**src/rtl/tx_ctrl_enc_if.sv**
```systemverilog
// Command-side and byte-transmitter-side signals of the tx_ctrl command encoder.
// master = encoder, slave = command source plus byte transmitter.
interface tx_ctrl_enc_if;
    logic [7:0] cmdt_dev;
    logic [7:0] cmdt_mod;
    logic [7:0] cmdt_addr;
    logic [7:0] cmdt_data;
    logic       cmdt_vld;
    logic       cmdt_rdy;
    logic       cmdt_done;
    logic       cmdt_err;
    logic       tx_vld;
    logic [7:0] tx_data;
    logic       tx_done;

    modport master (
        input  cmdt_dev, cmdt_mod, cmdt_addr, cmdt_data, cmdt_vld, tx_done,
        output cmdt_rdy, cmdt_done, cmdt_err, tx_vld, tx_data
    );

    modport slave (
        output cmdt_dev, cmdt_mod, cmdt_addr, cmdt_data, cmdt_vld, tx_done,
        input  cmdt_rdy, cmdt_done, cmdt_err, tx_vld, tx_data
    );
endinterface

```
**src/rtl/tx_ctrl_enc.sv**
```systemverilog
// Serialises one dev/mod/addr/data command into bytes for the UART transmitter.
// Define TX_CTRL_CHKSUM_EN to append an 8-bit wrap-around checksum byte.
module tx_ctrl_enc #(
    parameter logic [15:0] GAP_CYC     = 16'd16,
    parameter logic [19:0] TIMEOUT_CYC = 20'd100000
) (
    input  logic          clk_sys,
    input  logic          rst_n,
    tx_ctrl_enc_if.master bus
);
    // state  | meaning
    // S_IDLE | ready for a command
    // S_SEND | tx_vld high for the current byte
    // S_WAIT | waiting for tx_done, timeout armed
    // S_GAP  | inter-byte idle gap
    // S_DONE | cmdt_done pulse
    // S_FAIL | cmdt_err pulse, remaining bytes dropped
    typedef enum logic [2:0] {
        S_IDLE = 3'd0,
        S_SEND = 3'd1,
        S_WAIT = 3'd2,
        S_GAP  = 3'd3,
        S_DONE = 3'd4,
        S_FAIL = 3'd5
    } state_t;

`ifdef TX_CTRL_CHKSUM_EN
    localparam logic [2:0] LAST_IDX = 3'd4;
`else
    localparam logic [2:0] LAST_IDX = 3'd3;
`endif

    state_t      state, nxt;
    logic [7:0]  dev_q, mod_q, addr_q, data_q;
    logic [2:0]  idx, idx_nxt;
    logic [19:0] cnt_wait;
    logic [15:0] cnt_gap;
    logic [7:0]  tx_data_q;
    logic [7:0]  byte_sel;
    logic        latch;

`ifdef TX_CTRL_CHKSUM_EN
    logic [7:0] chksum;
    assign chksum = dev_q + mod_q + addr_q + data_q;
`endif

    always_comb begin
        nxt     = state;
        idx_nxt = idx;
        latch   = 1'b0;
        case (state)
            S_IDLE: begin
                if (bus.cmdt_vld) begin
                    latch   = 1'b1;
                    idx_nxt = 3'd0;
                    nxt     = S_SEND;
                end
            end
            S_SEND: nxt = S_WAIT;
            S_WAIT: begin
                // tx_done takes priority over a coincident timeout
                if (bus.tx_done) begin
                    if (idx == LAST_IDX) begin
                        nxt = S_DONE;
                    end else begin
                        idx_nxt = idx + 3'd1;
                        nxt     = (GAP_CYC == 16'd0) ? S_SEND : S_GAP;
                    end
                end else if (cnt_wait == TIMEOUT_CYC) begin
                    nxt = S_FAIL;
                end
            end
            S_GAP: begin
                if (cnt_gap == GAP_CYC - 16'd1) nxt = S_SEND;
            end
            S_DONE:  nxt = S_IDLE;
            S_FAIL:  nxt = S_IDLE;
            default: nxt = S_IDLE;
        endcase
    end

    // On acceptance the byte registers are not loaded yet, so dev comes straight from the port.
    always_comb begin
        byte_sel = 8'h00;
        if (latch) begin
            byte_sel = bus.cmdt_dev;
        end else begin
            case (idx_nxt)
                3'd0: byte_sel = dev_q;
                3'd1: byte_sel = mod_q;
                3'd2: byte_sel = addr_q;
                3'd3: byte_sel = data_q;
`ifdef TX_CTRL_CHKSUM_EN
                3'd4: byte_sel = chksum;
`endif
                default: byte_sel = 8'h00;
            endcase
        end
    end

    always_ff @(posedge clk_sys or negedge rst_n) begin
        if (!rst_n) begin
            state     <= S_IDLE;
            idx       <= 3'd0;
            cnt_wait  <= 20'd0;
            cnt_gap   <= 16'd0;
            dev_q     <= 8'h00;
            mod_q     <= 8'h00;
            addr_q    <= 8'h00;
            data_q    <= 8'h00;
            tx_data_q <= 8'h00;
        end else begin
            state    <= nxt;
            idx      <= idx_nxt;
            cnt_wait <= (state == S_WAIT) ? cnt_wait + 20'd1 : 20'd0;
            cnt_gap  <= (state == S_GAP)  ? cnt_gap + 16'd1  : 16'd0;
            if (latch) begin
                dev_q  <= bus.cmdt_dev;
                mod_q  <= bus.cmdt_mod;
                addr_q <= bus.cmdt_addr;
                data_q <= bus.cmdt_data;
            end
            if (nxt == S_SEND) tx_data_q <= byte_sel;
        end
    end

    assign bus.cmdt_rdy  = (state == S_IDLE);
    assign bus.tx_vld    = (state == S_SEND);
    assign bus.cmdt_done = (state == S_DONE);
    assign bus.cmdt_err  = (state == S_FAIL);
    assign bus.tx_data   = tx_data_q;
endmodule

```
**src/flat_wrapper.sv**
```systemverilog
// flat-port wrapper written by rule: the top's interface ports become plain ports
module tx_ctrl_enc_flat 
#(
    parameter logic [15:0] GAP_CYC     = 16'd16,
    parameter logic [19:0] TIMEOUT_CYC = 20'd100000
)
  (clk_sys, rst_n, bus_cmdt_dev, bus_cmdt_mod, bus_cmdt_addr, bus_cmdt_data, bus_cmdt_vld, bus_tx_done, bus_cmdt_rdy, bus_cmdt_done, bus_cmdt_err, bus_tx_vld, bus_tx_data);
  tx_ctrl_enc_if bus_i ();
  input  logic clk_sys;
  input  logic rst_n;
  input wire logic [$bits(bus_i.cmdt_dev)-1:0] bus_cmdt_dev;
  input wire logic [$bits(bus_i.cmdt_mod)-1:0] bus_cmdt_mod;
  input wire logic [$bits(bus_i.cmdt_addr)-1:0] bus_cmdt_addr;
  input wire logic [$bits(bus_i.cmdt_data)-1:0] bus_cmdt_data;
  input wire logic [$bits(bus_i.cmdt_vld)-1:0] bus_cmdt_vld;
  input wire logic [$bits(bus_i.tx_done)-1:0] bus_tx_done;
  output wire logic [$bits(bus_i.cmdt_rdy)-1:0] bus_cmdt_rdy;
  output wire logic [$bits(bus_i.cmdt_done)-1:0] bus_cmdt_done;
  output wire logic [$bits(bus_i.cmdt_err)-1:0] bus_cmdt_err;
  output wire logic [$bits(bus_i.tx_vld)-1:0] bus_tx_vld;
  output wire logic [$bits(bus_i.tx_data)-1:0] bus_tx_data;
  assign bus_i.cmdt_dev = bus_cmdt_dev;
  assign bus_i.cmdt_mod = bus_cmdt_mod;
  assign bus_i.cmdt_addr = bus_cmdt_addr;
  assign bus_i.cmdt_data = bus_cmdt_data;
  assign bus_i.cmdt_vld = bus_cmdt_vld;
  assign bus_i.tx_done = bus_tx_done;
  assign bus_cmdt_rdy = bus_i.cmdt_rdy;
  assign bus_cmdt_done = bus_i.cmdt_done;
  assign bus_cmdt_err = bus_i.cmdt_err;
  assign bus_tx_vld = bus_i.tx_vld;
  assign bus_tx_data = bus_i.tx_data;
  tx_ctrl_enc #(.GAP_CYC(GAP_CYC), .TIMEOUT_CYC(TIMEOUT_CYC)) u_core (.clk_sys(clk_sys), .rst_n(rst_n), .bus(bus_i));
endmodule
```
**config.mk**
```make
export PLATFORM = sky130hd
export DESIGN_NAME = tx_ctrl_enc_flat
export DESIGN_NICKNAME = d
export VERILOG_FILES = /design/src/rtl/tx_ctrl_enc_if.sv /design/src/rtl/tx_ctrl_enc.sv /design/src/flat_wrapper.sv
export SDC_FILE = /design/constraint.sdc
export NUM_CORES = 1
export LEC_CHECK = 0
export ABC_AREA = 1
export BUFFER_PORTS_ARGS = -buffer_cell sky130_fd_sc_hd__clkbuf_2
export CORE_MARGIN = 2
export CORE_UTILIZATION = 55
export CTS_BUF_LIST = sky130_fd_sc_hd__clkbuf_8
export DETAILED_ROUTE_END_ITERATION = 10
export GPL_TIMING_DRIVEN = 1
export HOLD_SLACK_MARGIN = 0.08
export PLACE_DENSITY = 0.87
export SYNTH_ARGS = -nofsm -noshare
export SYNTH_HDL_FRONTEND = slang
export SYNTH_SLANG_ARGS = --single-unit
```
**constraint.sdc**
```tcl
create_clock -name clk_sys -period 1.67 [get_ports clk_sys]
set_input_delay 0 -clock clk_sys [delete_from_list [all_inputs] [get_ports clk_sys]]
set_output_delay 0 -clock clk_sys [all_outputs]
set_load 0.02 [all_outputs]
```
==> impl_metrics.json <==
{
  "cts_tree": "yes",
  "drt-pass1-iter-count": 8,
  "syn_to_final_growth_pct": 48.3,
  "fmax_mhz": 478,
  "vdd_drop_max_mv": 0.900,
  "avgRoutedWirePerCell_um": 19.9,
  "antenna_left": 0,
  "hold_ws_ns": 0.135,
  "dp_hpwl_um": 7260,
  "worst-endpoint-required_ns": 1.95,
  "h-tree-depth": 3,
  "synth_area_um2": 4190,
  "violations": "negative setup slack",
  "yosysTopAreaCell": "dfrtp_1",
  "crit_family": "simple AND/OR/NAND/NOR gates",
  "worst-slew-pin-transition_ns": 0.498,
  "top_layer_used": "met4",
  "r2r-end": "u_core.bus.tx_data[6]$_DFFE_PN0N_",
  "critPathLaunchType": "flop",
  "hold_class": "in -> async",
  "crit_fanout": 8,
  "arrival_ns": 2.38,
  "syn_avg_cell_area_um2": 7.75,
  "drc": 0,
  "r2r_start": "u_core.cnt_wait[1]$_DFF_PN0_",
  "avgViaCountPerCell": 6.08,
  "met2_length_um": 8020,
  "yosysWarnings": 0,
  "setup_viol": 24,
  "core_area_um2": 7330,
  "maxCapViolations": 0,
  "grt_setup_unrepaired": "true",
  "slew_headroom_pct": 66.8,
  "cts.sinks": 82,
  "syn_nets": 581,
  "cts_inserted_buffers": 9,
  "grt_pass1_vias": 4653,
  "fp.dieW_um": 91.3,
  "grt_usage_pct": 33.0,
  "powerDensity_nw_per_um2": 1490,
  "fin_nets": 753,
  "crit_buf_inv": 4,
  "grt_max_degree": 47,
  "place.gp.congestion": 0.905,
  "period_minus_slack_ns": 2.09,
  "m1WireLength_um": 5590,
  "routed_wl_um": 16200,
  "synth.ff_latch_count": 82,
  "synth_cell_types": 36,
  "clock_path_buffers": 2,
  "io_buffers": 47,
  "drtIter0Drc": 539,
  "initial_utilization_pct": 57.2,
  "yosys-top-cells-area": "dfrtp_1, nand2_1, nor2_1, inv_1, a21oi_1",
  "mostFrequentLayoutCell": "nand2_1",
  "r2r_cells": 16,
  "drive_above_1_share_pct": 38.7,
  "yosys.area.top_type_share_pct": 48.9,
  "overflow": 0,
  "fill_cells": 321,
  "fin_crit_sh_pct": 125,
  "wl_met3_um": 1330,
  "fin_ws_ns": -0.421,
  "status": "finished with violations",
  "place_inst": 721,
  "crit_type": "reg -> reg",
  "netlist_instances": 541,
  "ys_seq_area_share_pct": 48.9,
  "final_cells": 817,
  "regToRegSetupSlack_ns": -0.42,
  "slowest_delay_ns": 0.41,
  "dieHeight_um": 91.3,
  "path_cells": "inv_1 > ha_2 > nand2_1 > inv_1 > nand2_1 > nor2_2 > nand3_2 > nand2_2 > nand2_2 > nand2_2 > nand2_2 > inv_4 > nand2_4 > clkinv_4 > nor2_1 > a21oi_1",
  "final_area_um2": 6220,
  "slew_viol_final": 0,
  "final_cell_mix": "nand2_1, dfrtp_1, buf_4",
  "clk_latency_ns": 0.37,
  "dp_slack_ns": -0.182,
  "grt_first_pass_wirelength_um": 21700,
  "final_hold_viol_count": 0,
  "vias": 4969,
  "diodes": 0,
  "setup.worst_path.end_class": "flop",
  "skew_ns": 0.00699,
  "cts-root-buf": "clkbuf_8",
  "placed_cell_area_um2": 4860,
  "antenna_found_initial": 0,
  "worstSetupStartpoint": "u_core.cnt_wait[1]$_DFF_PN0_",
  "dieArea_um2": 8340,
  "io-pin-count": 48,
  "cp_common_cell": "nand2_2",
  "critPathSlowestCell": "dfrtp_1",
  "rows": 31,
  "cts.clk_slew.worst_paths_ns": 0.09,
  "leakage_nw": 3.10
}
how the worst max path moves through the flow:
stage | cells after the start | slack (ns) | endpoint
after floorplan | 11 | 0.03 | u_core.bus.tx_data[0]$_DFFE_PN0N_
after global placement | 11 | -0.13 | u_core.bus.tx_data[1]$_DFFE_PN0N_
after detailed placement | 11 | -0.18 | u_core.cnt_gap[14]$_DFF_PN0_
after CTS | 11 | -0.1 | u_core.cnt_gap[14]$_DFF_PN0_
after global routing | 16 | -0.45 | u_core.bus.tx_data[6]$_DFFE_PN0N_
final | 16 | -0.42 | u_core.bus.tx_data[6]$_DFFE_PN0N_
flip-flops by register name, summed over array words and instances, names as in the netlist:
signal              flops
u_core.dev_q            8
u_core.cnt_gap         16
u_core.idx              3
u_core.mod_q            8
u_core.state            3
u_core.data_q           8
u_core.bus.tx_data      8
u_core.cnt_wait        20
u_core.addr_q           8
kinds of logic after synthesis:
group / Yosys count / synth area share [%]
AO/OA/AOI/OAI: 67 / 8.47
XOR/XNOR: 2 / 0.418
adder cells (fa/ha/maj): 4 / 1.19
buffers and inverters: 67 / 6.68
flip-flops: 82 / 48.9
AND/OR/NAND/NOR: 319 / 34.3
power breakdown:
part	internal (W)	switching [W]
logic	0.00177	0.00302
registers	0.00254	0.000508
clock network	0.000594	0.000825
total	0.00491	0.00435
timing repair:
action / in CTS / in global routing
hold buffers: 35 / 0
pin swaps: 33 / 47
hold endpoints to repair: 124 / 0
gates cloned: 1 / 0
setup buffers: 23 / 25
resized for setup: 44 / 92
endpoints found under the setup margin: 15 / 27
cells in the mapped netlist, drive strengths merged:
master  number
nand2      196
dfrtp       82
nor2        68
inv         53
a21oi       34
o21ai       29
nand3       21
nand4       20
nor3        12
buf          7
clkbuf       5
ha           4
clkinv       2
o21a         2
xor2         2
a22oi        1
a31oi        1
nor3b        1
nor4         1
cell type report:
type                            instances  area, um^2  share of cell area, %
Sequential cell                        82        2060                   33.0
Tap cell                               99         124                   1.99
Timing Repair Buffer                  172        1340                   21.6
Clock buffer                           10         138                   2.21
Clock inverter                          6        48.8                  0.784
Multi-Input combinational cell        393        2290                   36.8
Inverter                               55         220                   3.54
stage by stage:
step	total power [W]	util (%)	setup TNS, ns
6_report	0.00926	84.9	-5.27
5_1_grt	0.00954	84.9	-6.81
4_1_cts	0.00808	78.5	-0.581
3_5_place_dp	0.00618	66.3	-1.48
3_3_place_gp	0.00602	66.3	-0.907
2_1_floorplan	0.00511	-	0
layer usage:
metal | GRT usage, % | vias to the layer above
met5 | 0 | -
met4 | 18.2 | 0
met3 | 6.06 | 149
met2 | 58.3 | 413
met1 | 37.6 | 2340
li1 | - | 2067
(Power assumes the default switching activity.)
